## config.mk

```make
export PLATFORM = sky130hd
export DESIGN_NAME = gpio_bidir_xfer
export DESIGN_NICKNAME = d
export VERILOG_FILES = /design/src/rtl/gpio_bidir_xfer.sv
export SDC_FILE = /design/constraint.sdc
export NUM_CORES = 1
export LEC_CHECK = 0
export ABC_CLOCK_PERIOD_IN_PS = 1700
export BUFFER_PORTS_ARGS = -buffer_cell sky130_fd_sc_hd__buf_4
export CAP_MARGIN = 20
export CORE_MARGIN = 4
export CORE_UTILIZATION = 34
export DETAILED_ROUTE_END_ITERATION = 16
export GPL_TIMING_DRIVEN = 0
export PLACE_DENSITY = 0.69
export SLEW_MARGIN = 30
export SYNTH_ARGS = -nofsm -noshare
export SYNTH_HDL_FRONTEND = slang
export SYNTH_SLANG_ARGS = --single-unit
```

## constraint.sdc

```tcl
create_clock -name clk -period 1.7 [get_ports clk]
set_input_delay 0.255 -clock clk [delete_from_list [all_inputs] [get_ports clk]]
set_output_delay 0.255 -clock clk [all_outputs]
set_load 0.05 [all_outputs]
```

## src/rtl/gpio_bidir_xfer.sv

```systemverilog
// Fabric-side transaction engine for the 8-bit bidirectional GPIO buffer:
// sequences tristate, data and strobe for byte writes/reads with a post-write turnaround.
module gpio_bidir_xfer #(
    parameter int unsigned SETUP_CYCLES  = 2,
    parameter int unsigned STROBE_CYCLES = 2,
    parameter int unsigned HOLD_CYCLES   = 2,
    parameter int unsigned TURN_CYCLES   = 2
) (
    input  logic       clk,
    input  logic       rst,
    input  logic       req_valid,
    output logic       req_ready,
    input  logic       req_write,
    input  logic [7:0] req_data,
    output logic       rsp_valid,
    output logic [7:0] rsp_data,
    output logic       wr_done,
    output logic [7:0] gpio_dout,
    output logic       gpio_tristate,
    input  logic [7:0] gpio_din,
    output logic       gpio_strobe
);

    localparam int unsigned MAX_SP = (SETUP_CYCLES > STROBE_CYCLES) ? SETUP_CYCLES : STROBE_CYCLES;
    localparam int unsigned MAX_HT = (HOLD_CYCLES > TURN_CYCLES) ? HOLD_CYCLES : TURN_CYCLES;
    localparam int unsigned MAXP   = (MAX_SP > MAX_HT) ? MAX_SP : MAX_HT;
    localparam int unsigned CW     = (MAXP > 1) ? $clog2(MAXP) : 1;

    localparam logic [CW-1:0] SETUP_LD  = CW'(SETUP_CYCLES - 1);
    localparam logic [CW-1:0] STROBE_LD = CW'(STROBE_CYCLES - 1);
    localparam logic [CW-1:0] HOLD_LD   = CW'(HOLD_CYCLES - 1);
    localparam logic [CW-1:0] TURN_LD   = CW'(TURN_CYCLES - 1);

    typedef enum logic [2:0] {
        IDLE,
        WR_SETUP,
        WR_STROBE,
        WR_HOLD,
        TURN,
        RD_STROBE,
        RD_CAPTURE,
        RD_RESP
    } state_t;

    state_t        state_q, state_d;
    logic [CW-1:0] cnt_q, cnt_d;
    logic          req_ready_q, req_ready_d;
    logic          rsp_valid_q, rsp_valid_d;
    logic [7:0]    rsp_data_q, rsp_data_d;
    logic          wr_done_q, wr_done_d;
    logic [7:0]    gpio_dout_q, gpio_dout_d;
    logic          gpio_tristate_q, gpio_tristate_d;
    logic          gpio_strobe_q, gpio_strobe_d;

    logic cnt_zero;
    assign cnt_zero = (cnt_q == '0);

    always_comb begin
        state_d     = state_q;
        cnt_d       = cnt_q;
        gpio_dout_d = gpio_dout_q;
        rsp_data_d  = rsp_data_q;

        unique case (state_q)
            IDLE: begin
                if (req_valid && req_ready_q) begin
                    if (req_write) begin
                        gpio_dout_d = req_data;
                        state_d     = WR_SETUP;
                        cnt_d       = SETUP_LD;
                    end else begin
                        state_d = RD_STROBE;
                        cnt_d   = STROBE_LD;
                    end
                end
            end
            WR_SETUP: begin
                if (cnt_zero) begin
                    state_d = WR_STROBE;
                    cnt_d   = STROBE_LD;
                end else begin
                    cnt_d = cnt_q - CW'(1);
                end
            end
            WR_STROBE: begin
                if (cnt_zero) begin
                    state_d = WR_HOLD;
                    cnt_d   = HOLD_LD;
                end else begin
                    cnt_d = cnt_q - CW'(1);
                end
            end
            WR_HOLD: begin
                if (cnt_zero) begin
                    state_d = TURN;
                    cnt_d   = TURN_LD;
                end else begin
                    cnt_d = cnt_q - CW'(1);
                end
            end
            TURN: begin
                if (cnt_zero) begin
                    state_d = IDLE;
                end else begin
                    cnt_d = cnt_q - CW'(1);
                end
            end
            RD_STROBE: begin
                if (cnt_zero) begin
                    state_d = RD_CAPTURE;
                end else begin
                    cnt_d = cnt_q - CW'(1);
                end
            end
            // gpio_din already lags the pins by one clk, so this holds the last strobe-cycle value.
            RD_CAPTURE: begin
                rsp_data_d = gpio_din;
                state_d    = RD_RESP;
            end
            RD_RESP: begin
                state_d = IDLE;
            end
            default: begin
                state_d = IDLE;
            end
        endcase

        // Outputs are decoded from the next state so they line up with it after the edge.
        req_ready_d     = (state_d == IDLE);
        gpio_tristate_d = !(state_d inside {WR_SETUP, WR_STROBE, WR_HOLD});
        gpio_strobe_d   = (state_d inside {WR_STROBE, RD_STROBE});
        wr_done_d       = (state_q == WR_HOLD) && (state_d == TURN);
        rsp_valid_d     = (state_d == RD_RESP);
    end

    always_ff @(posedge clk or posedge rst) begin
        if (rst) begin
            state_q         <= IDLE;
            cnt_q           <= '0;
            req_ready_q     <= 1'b1;
            rsp_valid_q     <= 1'b0;
            rsp_data_q      <= '0;
            wr_done_q       <= 1'b0;
            gpio_dout_q     <= '0;
            gpio_tristate_q <= 1'b1;
            gpio_strobe_q   <= 1'b0;
        end else begin
            state_q         <= state_d;
            cnt_q           <= cnt_d;
            req_ready_q     <= req_ready_d;
            rsp_valid_q     <= rsp_valid_d;
            rsp_data_q      <= rsp_data_d;
            wr_done_q       <= wr_done_d;
            gpio_dout_q     <= gpio_dout_d;
            gpio_tristate_q <= gpio_tristate_d;
            gpio_strobe_q   <= gpio_strobe_d;
        end
    end

    assign req_ready     = req_ready_q;
    assign rsp_valid     = rsp_valid_q;
    assign rsp_data      = rsp_data_q;
    assign wr_done       = wr_done_q;
    assign gpio_dout     = gpio_dout_q;
    assign gpio_tristate = gpio_tristate_q;
    assign gpio_strobe   = gpio_strobe_q;

endmodule

```

==> metrics <==
status=finished, final reports clean; min-delay src=gpio_din[4]; crit start category=flop; max cap viols=0; Yosys cell types=27; Die H=63.2 um; Placer Congestion=approximately 0.8; crit path kind=flop to flop; Avg Cell Area, Syn=13.0 sq um; met2 Track Usage GR=approximately 17%; area of the core=between 2000 and 3000 sq um; skew final=0.00921 ns; initial core utilization=36.7%; global-route wire length before repair=approximately 3.4 mm; root buf cell=clkbuf_4; vias in the first global route=736; multi-input logic area=between 300 and 400 sq um; actual slew at the worst max-slew pin=around 0.50 ns; Final Critical Period=approximately 1.4 ns; Placement Rows=19; Worst-path clk slew=between 0.1 and 0.15 ns; layer with the highest usage=met2; GRT Util Overall=between 10% and 20%; setup bufs post-CTS=0; post-synth net total=100; Avg WL per Cell=about 13 um; Fin. Hold Viols=0; share of layout cells above drive strength 1=53.6%; IO Pins=41; n_diodes=0; Layout area overhead=36.2%; initial antenna violation count=0; most common cell after layout, fill and taps aside=buf_4; final wirelength=2.04 mm; Final Non-Filler Cells=around 160; die area=~4000 sq um; Finish-stage setup viols=0; I/O Buffers=40; Critical Path Fanout Max=8; remaining global-route overflow=0; CP startpoint=req_ready; Fill cells=250; Post-synth EDFFs=0; Clock Tree Buf Depth=2; cell count after synthesis=80; Synth async-reset ratio=100%; htree depth=1; Post-Place Worst Slack=0.354 ns; DP Cell Count=around 150; DR vias=~780; setup TNS=0 ns; largest net degree at the start of global routing=26; cts repair resizes=0; sequential fraction of the synthesis area=approximately 61%; NumNets Final=around 150; CTS sink cnt=25; clock latency on the worst-skew pair=0.31 ns; Reg area=approximately 630 sq um; Die W=about 63 um; most frequent cells in the layout=41 x buf_4, 23 x dfrtp_1, 16 x mux2_2; RSZ-0062 raised after global routing=false; Final Cycle Share=between 80% and 90%; initial drt markers=15; worst hold path type=input pin to flop; Pre-antenna DRT Iters=4; f_max=approximately 0.73 GHz; ys flop type=dfrtp_1; mapped cell area=between 1000 and 1500 sq um; Max-slew headroom=approximately 67%; Final Max Tran Viols=0; drt drc=0; crit end category=flop; post-route ant nets=0; cts hold-fix bufs=0; drt via density=roughly 5; GR Util met1=12.9%; CTS tree=done; reg2reg start=req_ready; total CTS buffers=3; Final HPWL DP=about 1.6 mm; YS warnings=0; routing usage on met3=4.09%; Final WS setup=between 0.3 and 0.4 ns; Worst Path Required=1.90 ns; CP Data Arrival Time=1.57 ns; #FFs+latches synth=25
==> registers in the layout, indices dropped and copies added (netlist names) <==
register       flops
cnt_q              1
gpio_dout          8
gpio_strobe        1
gpio_tristate      1
req_ready          1
rsp_data           8
rsp_valid          1
state_q            3
wr_done            1
==> routing by layer <==
layer  wire length (um)  up-vias  share of wire (%)
met5                  0        -                  0
met4                 36        0                1.8
met3                226        4                 11
met2                944       36                 46
met1                836      371                 41
li1                   -      372                  -
==> synth_stat cells (all sizes together), types with 2 or more instances <==
master   n  area share [%]
inv      3             1.1
mux2    16              17
o21ai    4             1.9
a221oi   2             1.7
nand3    2             1.4
nand2    6             2.4
clkbuf   2            0.72
nor2b    2             1.2
nor3     2            0.97
dfrtp   23              55
dfstp    2             5.1
nor2     3             1.1
==> metrics by stage <==
step | area (sq um) | utilization, % | hold slack, ns
floorplan | 1040 | - | 0.281
global placement | 1380 | 48.7 | 0.488
detailed placement | 1380 | 48.7 | 0.492
CTS | 1400 | 49.6 | 0.158
global route | 1410 | 49.9 | 0.149
finish | 1410 | 49.9 | 0.166
==> final timing paths <==
path	end	slack (ns)	cells past startpoint
hold / removal	rsp_data[4]	0.17	2
hold reg to reg	gpio_dout[4]	0.52	1
setup reg to reg	gpio_dout[6]	0.32	3
setup / recovery	gpio_dout[6]	0.32	3
min in group asynchronous	gpio_dout[0]	0.52	3
max in group asynchronous	gpio_tristate	0.81	3
==> worst max-delay path: stages, from the launching register on <==
cell and delay [ns]:
dfstp_2 0.59, and3_1 0.22, nand2_2 0.15, mux2_2 0.31
==> final cells by class <==
| cell class | instances | share of cell area, % |
|---|---|---|
| well taps | 31 | 2.75 |
| inverters | 3 | 0.797 |
| clock buffers | 4 | 1.86 |
| flip-flops and latches | 25 | 44.5 |
| multi-input cells | 49 | 27.1 |
| repair buffers | 41 | 22.0 |
| plain buffers | 3 | 1.06 |
==> cell families (layout without fill, tap and decap cells) <==
logic type	count (synthesis)	in the layout	synth area share (%)
flip-flops	25	25	60.6
multiplexers	16	16	17.4
buffers and inverters	6	51	2.53
AO/OA/AOI/OAI	15	15	10.4
AND/OR/NAND/NOR	18	18	9.17
Power is left out: the tool's default activity adds up to more than one toggle a clock period on the data nets, which glitch-free logic cannot reach.
